===== src/rtl/cpu_wb_add_seq.sv =====
// Valid/ready sequencing stage in front of a parallel-prefix carry look-ahead adder.
// Define CPU_WB_ADD_OVF_EN to add the registered signed-overflow output m_ovf_o.

module cpu_wb_add_cla #(
  parameter int unsigned DATA_WID = 32
) (
  input  logic [DATA_WID-1:0] a_i,
  input  logic [DATA_WID-1:0] b_i,
  input  logic                cin_i,
  output logic [DATA_WID-1:0] sum_o,
  output logic                cout_o
);

  logic [DATA_WID-1:0] gen;
  logic [DATA_WID-1:0] prop;
  logic [DATA_WID-1:0] grp_g;
  logic [DATA_WID-1:0] grp_p;
  logic [DATA_WID-1:0] prev_g;
  logic [DATA_WID-1:0] prev_p;
  logic [DATA_WID-1:0] carry;

  // Carry-in is folded into bit 0's generate, so each grp_g[i] is the carry out of bit i.
  always_comb begin
    gen      = a_i & b_i;
    prop     = a_i ^ b_i;
    grp_g    = gen;
    grp_g[0] = gen[0] | (prop[0] & cin_i);
    grp_p    = prop;
    prev_g   = '0;
    prev_p   = '0;
    for (int unsigned d = 1; d < DATA_WID; d = d * 2) begin
      prev_g = grp_g;
      prev_p = grp_p;
      for (int unsigned i = d; i < DATA_WID; i++) begin
        grp_g[i] = prev_g[i] | (prev_p[i] & prev_g[i-d]);
        grp_p[i] = prev_p[i] & prev_p[i-d];
      end
    end
    carry  = {grp_g[DATA_WID-2:0], cin_i};
    sum_o  = prop ^ carry;
    cout_o = grp_g[DATA_WID-1];
  end

endmodule

module cpu_wb_add_seq #(
  parameter int unsigned DATA_WID = 32,
  parameter int unsigned IDX_WID  = 4
) (
  input  logic                clk_i,
  input  logic                rst_i,
  input  logic                s_valid_i,
  output logic                s_ready_o,
  input  logic [DATA_WID-1:0] s_in1_i,
  input  logic [DATA_WID-1:0] s_in2_i,
  input  logic                s_cin_i,
  input  logic                s_sub_i,
  input  logic                s_first_i,
  input  logic                s_last_i,
  output logic                m_valid_o,
  input  logic                m_ready_i,
  output logic [DATA_WID-1:0] m_sum_o,
  output logic                m_cout_o,
  output logic                m_last_o,
  output logic [IDX_WID-1:0]  m_idx_o,
`ifdef CPU_WB_ADD_OVF_EN
  output logic                m_ovf_o,
`endif
  output logic                err_o
);

  typedef enum logic {
    ST_IDLE  = 1'b0,
    ST_CHAIN = 1'b1
  } state_e;

  state_e              state_q, state_d;
  logic                carry_q, carry_d;
  logic                sub_q, sub_d;
  logic                err_q, err_d;
  logic                valid_q, valid_d;
  logic [DATA_WID-1:0] sum_q, sum_d;
  logic                cout_q, cout_d;
  logic                last_q, last_d;
  logic [IDX_WID-1:0]  idx_q, idx_d;

  logic                acc;
  logic                beat_first;
  logic                beat_sub;
  logic                add_cin;
  logic [DATA_WID-1:0] add_b;
  logic [DATA_WID-1:0] add_sum;
  logic                add_cout;

  assign s_ready_o = ~valid_q | m_ready_i;
  assign acc       = s_valid_i & s_ready_o;

  // A beat in IDLE is always treated as first, whatever s_first_i says.
  assign beat_first = s_first_i | (state_q == ST_IDLE);
  assign beat_sub   = beat_first ? s_sub_i : sub_q;
  assign add_cin    = beat_first ? (s_cin_i ^ s_sub_i) : carry_q;
  assign add_b      = s_in2_i ^ {DATA_WID{beat_sub}};

  cpu_wb_add_cla #(
    .DATA_WID(DATA_WID)
  ) u_cla (
    .a_i   (s_in1_i),
    .b_i   (add_b),
    .cin_i (add_cin),
    .sum_o (add_sum),
    .cout_o(add_cout)
  );

  always_comb begin
    state_d = state_q;
    carry_d = carry_q;
    sub_d   = sub_q;
    err_d   = err_q;
    valid_d = valid_q;
    sum_d   = sum_q;
    cout_d  = cout_q;
    last_d  = last_q;
    idx_d   = idx_q;

    if (acc) begin
      state_d = s_last_i ? ST_IDLE : ST_CHAIN;
      carry_d = add_cout;
      sub_d   = beat_sub;
      valid_d = 1'b1;
      sum_d   = add_sum;
      cout_d  = add_cout;
      last_d  = s_last_i;
      idx_d   = beat_first ? '0 : idx_q + IDX_WID'(1);
      if (((state_q == ST_IDLE) && !s_first_i) || ((state_q == ST_CHAIN) && s_first_i)) begin
        err_d = 1'b1;
      end
    end else if (m_ready_i) begin
      valid_d = 1'b0;
    end
  end

  always_ff @(posedge clk_i) begin
    if (rst_i) begin
      state_q <= ST_IDLE;
      carry_q <= 1'b0;
      sub_q   <= 1'b0;
      err_q   <= 1'b0;
      valid_q <= 1'b0;
      sum_q   <= '0;
      cout_q  <= 1'b0;
      last_q  <= 1'b0;
      idx_q   <= '0;
    end else begin
      state_q <= state_d;
      carry_q <= carry_d;
      sub_q   <= sub_d;
      err_q   <= err_d;
      valid_q <= valid_d;
      sum_q   <= sum_d;
      cout_q  <= cout_d;
      last_q  <= last_d;
      idx_q   <= idx_d;
    end
  end

`ifdef CPU_WB_ADD_OVF_EN
  logic ovf_q;
  logic carry_into_msb;

  // Carry into the MSB recovered from the MSB sum bit and its operands.
  assign carry_into_msb = add_sum[DATA_WID-1] ^ s_in1_i[DATA_WID-1] ^ add_b[DATA_WID-1];

  always_ff @(posedge clk_i) begin
    if (rst_i) begin
      ovf_q <= 1'b0;
    end else if (acc) begin
      ovf_q <= carry_into_msb ^ add_cout;
    end
  end

  assign m_ovf_o = ovf_q;
`endif

  assign m_valid_o = valid_q;
  assign m_sum_o   = sum_q;
  assign m_cout_o  = cout_q;
  assign m_last_o  = last_q;
  assign m_idx_o   = idx_q;
  assign err_o     = err_q;

endmodule


===== config.mk =====
export PLATFORM = sky130hd
export DESIGN_NAME = cpu_wb_add_seq
export DESIGN_NICKNAME = d
export VERILOG_FILES = /design/src/rtl/cpu_wb_add_seq.sv
export SDC_FILE = /design/constraint.sdc
export NUM_CORES = 1
export LEC_CHECK = 0
export CORE_AREA = 2 2 98 100
export DETAILED_ROUTE_END_ITERATION = 6
export DIE_AREA = 0 0 100 102
export PLACE_DENSITY = 0.74
export SLEW_MARGIN = 20
export SYNTH_ARGS = -nofsm -noshare
export SYNTH_HDL_FRONTEND = slang
export SYNTH_SLANG_ARGS = --single-unit

===== constraint.sdc =====
create_clock -name clk_i -period 4.9 [get_ports clk_i]
set_input_delay 0.98 -clock clk_i [delete_from_list [all_inputs] [get_ports clk_i]]
set_output_delay 0.98 -clock clk_i [all_outputs]
set_load 0.02 [all_outputs]

==> results of run 1 <==
## final timing paths
path,slack (ns),cells past startpoint,end
worst max-delay path,0.37,16,m_sum_o[30]$_SDFFE_PP0P_
worst min-delay path,0.46,2,m_sum_o[3]$_SDFFE_PP0P_
worst max register to register,1.15,14,m_sum_o[30]$_SDFFE_PP0P_
worst min register to register,0.46,2,m_sum_o[3]$_SDFFE_PP0P_
## stage by stage
stage / cells / power (W)
3_5_place_dp: 656 / 0.00115
3_3_place_gp: 656 / 0.00113
5_1_grt: 664 / 0.00147
6_report: 664 / 0.00138
2_1_floorplan: 442 / 0.000897
4_1_cts: 664 / 0.00138
## cells by family (layout without fill, tap and decap cells)
logic type	count (synthesis)	after routing	share of synthesized area, %
multiplexers	2	2	0.561
AO/OA/AOI/OAI	144	144	27.2
AND/OR/NAND/NOR	129	129	17.0
buffers and inverters	34	145	5.29
XOR/XNOR	56	56	13.7
adder cells (fa/ha/maj)	35	35	12.7
flip-flops	42	42	23.5
## power groups by stage
stage / Combinational, W / Sequential (W) / Clock [W]
2_1_floorplan: 0.000437 / 0.000460 / 0
3_3_place_gp: 0.000718 / 0.000416 / 0
3_5_place_dp: 0.000730 / 0.000417 / 0
4_1_cts: 0.000735 / 0.000409 / 0.000236
5_1_grt: 0.000805 / 0.000415 / 0.000250
6_report: 0.000737 / 0.000409 / 0.000230
## sequential cells by signal, indices dropped and copies added (netlist names)
name	flops
err_o	1
m_cout_o	1
m_idx_o	4
m_last_o	1
m_sum_o	32
m_valid_o	1
state_q	1
sub_q	1
## cell usage in the layout, fill, tap and decap left out, types with 2 or more instances in the layout
cell type	count
xnor2_1	50
and2_1	2
a22o_1	11
o2111ai_1	3
nand4_1	6
ha_1	33
a2111oi_0	2
nand2_1	52
clkdlybuf4s50_1	112
dfxtp_1	42
nand3_1	7
a31oi_1	3
inv_1	7
o21ai_1	2
fa_1	2
o31ai_1	2
a21oi_1	49
o211ai_1	2
clkbuf_8	5
a21o_1	18
nor2_1	29
nand4b_1	3
buf_4	18
a211oi_1	10
o21bai_1	2
o21ai_0	18
and3_1	5
o21a_1	3
or3_1	3
xor2_1	6
nor3_1	7
nor2b_1	7
## worst reg2reg max path, stage by stage (launching register included)
cell	delay [ns]
dfxtp_1	0.35
ha_1	0.23
mux2i_4	0.30
xnor2_1	0.18
fa_1	0.24
inv_1	0.06
fa_1	0.38
nor2b_1	0.22
o2111ai_1	0.20
a211oi_1	0.36
o21ai_1	0.18
o21ai_1	0.30
a41oi_2	0.21
mux2i_1	0.17
a2111oi_2	0.27
## metal layers
layer / routed length, um / share of wire (%)
met3: 485 / 4.9
met2: 4770 / 48
met1: 4460 / 45
met5: 0 / 0
met4: 161 / 1.6
## final cells by class
cell class	instances	area (um^2)	area share, %
well taps	111	139	2.83
flip-flops and latches	42	841	17.2
clock inverters	2	13.8	0.281
repair buffers	130	1260	25.6
multi-input cells	366	2550	52.1
clock buffers	6	72.6	1.48
inverters	7	26.3	0.536
==> impl_metrics.toml, run 1 <==
[run_status]
status = "finished, final reports clean"

[routing]
drc = 0
vias = 3593
first_iter_violations = 131
avgViaCountPerCell = 5.41
routedWlPerCell_um = 14.9
routed_wl_um = 9880
first_pass_iters = 5
antenna_left = 0

[finish]
n_antenna_cell = 0
postLayoutCoreUtil_pct = 53.8
area_growth_pct = 37.3
fill_cells = 874
layout.nets = 659
final_area_mm2 = 0.00490
drive_above_1_share_pct = 6.69

[synthesis]
synth_flop_cell = "dfxtp_1"
ys_types = 64
synth-async-reset-ratio_pct = 0
synthTopCellsByArea = "dfxtp_1 24%, xnor2_1 12%, ha_1 12%"
netlist_instances = 442
ys_warn_count = 0
synth-edff-count = 0
syn-num-nets = 549
synth_area_mm2 = 0.00357
synth.avg_cell_area_um2 = 8.08
ys_top_cells_by_count = "52 x nand2_1, 50 x xnor2_1, 49 x a21oi_1"
synth_top_cell_by_area = "dfxtp_1"
ys_seq_area_share_pct = 23.5
yosys.area.top_type_share_pct = 23.5
ys_ff_latch = 42
yosysMostFrequentCell = "nand2_1"

[power]
power_switching_w = 0.000532
ir_drop_mv = 0.116
pwr-share-seq_pct = 29.7
swShare_pct = 38.7
p_int_w = 0.000844
p_leak_nw = 1.96
pwr-share-clk_pct = 16.7
pwr-share-comb_pct = 53.5
power_density_mw_per_mm2 = 281

[global_route]
grtUsageMet3_pct = 3.08
grt_overflow = 0
grt_pass1_wl_um = 16400
grt_pass1_vias = 3553
antenna_found_initial = 0
top_usage_layer = "met2"
use_met2_pct = 34.4
use_met1_pct = 24.7
grt.total_usage_pct = 19.4
grt_max_degree = 36

[setup_path]
cpLargestDelayFamily = "compound AO/OA/AOI/OAI gates"
path_class = "in2reg"
arrival_ns = 4.72
start_kind = "primary input"
crit_path_start = "s_first_i"
r2r_start = "state_q$_SDFFE_PP0P_"
worst_path_max_delay_cell = "clkdlybuf4s50_1"
crit_path_cell_trace = "clkdlybuf4s50_1, inv_1, ha_1, mux2i_4, xnor2_1, fa_1, inv_1, fa_1, nor2b_1, o2111ai_1, a211oi_1, o21ai_1, o21ai_1, a41oi_2, mux2i_1, a2111oi_2"
critical_path.max_stage_delay_ns = 0.46
crit_required_ns = 5.09
crit_fanout = 4
cp.buffers_inverters = 3
end_kind = "register"

[clocking]
ctsHoldBuffers = 0
cts-root-buf = "clkbuf_8"
clock-sinks = 42
clkTransAtPathRegs_ns = 0.09
clkLatencyLatePin_ns = 0.30
htreeDepth = 2
tritoncts = "yes"
post-cts-setup-buffers = 0
ctsResizeCount = 0
clockBufferDepth = 2
cts_buffers = 5

[sta]
max_freq_mhz = 221
fin_skew_ns = 0.0106
min_period_over_period_pct = 92.4
slew_headroom_pct = 45.3
final.setup.tns_ns = 0
hold_viol = 0
worst_hold_slack_ns = 0.461
period_needed_ns = 4.53
rsz0062_at_grt = "no"
tightestPinTransition_ns = 0.817
drv_slew = 0
worst_slack_ns = 0.374
setup_violations = 0

[job]
maxCapViolCount = 0

[place]
post_dp_cell_area_mm2 = 0.00482
gp_congestion = 0.936
post-place-ws_ns = 0.0667
io_buffers = 112
hpwl_um = 7770

[hold_path]
min_from = "m_sum_o[3]$_SDFFE_PP0P_"
min_path_type = "reg2reg"

[die]
dieArea_mm2 = 0.0102
initial_core_util_pct = 39.2
die_h_um = 102
coreArea_mm2 = 0.00911
die_w_um = 100
ioPinCount = 113
rows = 35
Note: power is estimated with default switching activity, not from simulation.
==> run 2: changes to the inputs <==
--- a/config.mk
+++ b/config.mk
@@ -8,7 +8,8 @@
 export CORE_AREA = 2 2 98 100
 export DETAILED_ROUTE_END_ITERATION = 6
 export DIE_AREA = 0 0 100 102
-export PLACE_DENSITY = 0.74
+export GPL_ROUTABILITY_DRIVEN = 0
+export PLACE_DENSITY = 0.72
 export SLEW_MARGIN = 20
 export SYNTH_ARGS = -nofsm -noshare
 export SYNTH_HDL_FRONTEND = slang
==> constraint.sdc (replaced) <==
create_clock -name clk_i -period 4.12 [get_ports clk_i]
set_input_delay 0.824 -clock clk_i [delete_from_list [all_inputs] [get_ports clk_i]]
set_output_delay 0.824 -clock clk_i [all_outputs]
set_load 0.02 [all_outputs]
==> impl_metrics.toml, run 2 (synthesis gave the netlist of run 1 again) <==
[setup_path]
cpLargestDelayFamily = "compound AO/OA/AOI/OAI gates"
worst_path_max_delay_cell = "or4b_1"
end_kind = "register"
cp.buffers_inverters = 4
crit_fanout = 4
start_kind = "primary input"
crit_required_ns = 4.33
arrival_ns = 4.21
crit_path_cell_trace = "clkdlybuf4s50_1, inv_1, ha_4, mux2i_4, buf_6, xnor2_2, buf_4, ha_1, a21oi_1, nand4b_1, a21o_1, a21bo_1, o2bb2ai_2, o31a_1, or4b_1, o211ai_1"
critical_path.max_stage_delay_ns = 0.50
timing.reg2reg.setup_slack_ns = 0.77
path_class = "in2reg"

[finish]
n_antenna_cell = 0
fill_cells = 799
drive_above_1_share_pct = 16.4
area_growth_pct = 50.5
seqCellArea_um2 = 841
final_common_cell = "clkdlybuf4s50_1"
final_cell_mix = "112 x clkdlybuf4s50_1, 65 x buf_4, 52 x nand2_1"
layout.nets = 709
multi_input_area_mm2 = 0.00263
largest_reg_flops = 32

[global_route]
grt_pass1_wl_um = 16200
grt.total_usage_pct = 19.4
grt_max_degree = 20
antenna_found_initial = 0
grt_overflow = 0
grt_pass1_vias = 3520

[clocking]
clockBufferDepth = 2
htreeDepth = 2
clkTransAtPathRegs_ns = 0.08
tritoncts = "yes"
cts-root-buf = "clkbuf_8"
clkLatencyLatePin_ns = 0.29
clock-sinks = 42
cts_buffers = 5

[die]
initial_core_util_pct = 39.2
dieArea_mm2 = 0.0102
coreArea_mm2 = 0.00911
rows = 35
ioPinCount = 113
die_w_um = 100
die_h_um = 102

[routing]
first_pass_iters = 4
routedWlPerCell_um = 14.2
vias = 3707
routed_wl_um = 10100
antenna_left = 0
drc = 0
avgViaCountPerCell = 5.19
first_iter_violations = 148

[place]
hpwl_um = 7970
post-place-ws_ns = -0.427
io_buffers = 112

[hold_path]
min_path_type = "reg2reg"

[sta]
tightestPinTransition_ns = 0.762
worst_hold_slack_ns = 0.460
drv_slew = 0
max_freq_mhz = 250
min_period_over_period_pct = 97.0
final.setup.tns_ns = 0
slew_headroom_pct = 49.0
worst_slack_ns = 0.126
setup_violations = 0
hold_viol = 0
period_needed_ns = 3.99
fin_skew_ns = 0.00475

[power]
power_density_mw_per_mm2 = 328
power_switching_w = 0.000654
pwr-share-seq_pct = 27.6
swShare_pct = 37.1
ir_drop_mv = 0.178
pwr-share-comb_pct = 56.4
pwr-share-clk_pct = 16.1
p_leak_nw = 2.22
p_int_w = 0.00111

[job]
maxCapViolCount = 0

[run_status]
status = "finished, final reports clean"
==> run 2: final cells by class <==
class                           instances  share of cell area [%]
Multi-Input combinational cell        366                    48.9
Sequential cell                        42                    15.6
Timing Repair Buffer                  180                    30.6
Inverter                                7                   0.489
Tap cell                              111                    2.58
Clock inverter                          1                  0.0931
Clock buffer                            7                    1.61
==> run 2: power groups by stage <==
stage / logic, W / registers (W) / clock network, W
after floorplan: 0.000524 / 0.000548 / 0
after global placement: 0.000942 / 0.000494 / 0
after detailed placement: 0.000955 / 0.000495 / 0
after CTS: 0.000964 / 0.000486 / 0.000291
after global routing: 0.00108 / 0.000492 / 0.000311
final: 0.000994 / 0.000486 / 0.000284
==> run 2: metal layers <==
layer / GRT usage, % / up-vias / share of wire (%)
met3: 3.21 / 6 / 4.7
met1: 25.3 / 1685 / 47
li1: - / 1913 / -
met2: 34.3 / 103 / 48
met5: 0 / - / 0
met4: 3.69 / 0 / 0.78
==> run 2: worst paths after layout <==
| check | from | depth (start not counted) | to |
|---|---|---|---|
| worst max register to register | state_q$_SDFFE_PP0P_ | 14 | m_sum_o[31]$_SDFFE_PP0P_ |
| worst max-delay path | s_first_i | 16 | m_sum_o[31]$_SDFFE_PP0P_ |
| worst min-delay path | m_last_o$_SDFFE_PP0P_ | 2 | m_last_o$_SDFFE_PP0P_ |
| worst min register to register | m_last_o$_SDFFE_PP0P_ | 2 | m_last_o$_SDFFE_PP0P_ |
==> run 2: worst register-to-register path, cell delays in order (launching register included) <==
cell       delay [ns]
dfxtp_1          0.38
ha_4             0.17
mux2i_4          0.26
buf_6            0.16
xnor2_2          0.07
buf_4            0.13
ha_1             0.27
a21oi_1          0.10
nand4b_1         0.25
a21o_1           0.25
a21bo_1          0.19
o2bb2ai_2        0.14
o31a_1           0.30
or4b_1           0.50
o211ai_1         0.10
==> run 2: repair_timing <==
action,4_1_cts,5_1_grt
gates resized for setup,2,18
hold buffers,0,0
pin swaps,1,6
setup endpoints to repair,4,12
buffers inserted,0,5
==> run 2: stage by stage <==
stage / utilization (%) / std cells / total power, W / cell area, um^2
after floorplan: - / 442 / 0.00107 / 3600
after CTS: 57.7 / 709 / 0.00174 / 5260
final: 59.0 / 714 / 0.00176 / 5370
after global routing: 59.0 / 714 / 0.00189 / 5370
after detailed placement: 56.6 / 701 / 0.00145 / 5160
after global placement: 56.6 / 701 / 0.00144 / 5160
==> run 3: changes to the inputs <==
--- a/config.mk
+++ b/config.mk
@@ -10,7 +10,6 @@
 export DIE_AREA = 0 0 100 102
 export GPL_ROUTABILITY_DRIVEN = 0
 export PLACE_DENSITY = 0.72
-export SLEW_MARGIN = 20
 export SYNTH_ARGS = -nofsm -noshare
 export SYNTH_HDL_FRONTEND = slang
 export SYNTH_SLANG_ARGS = --single-unit
==> results of run 3 <==
Same layout as run 2: the final DEF is identical, and so are final timing and power.
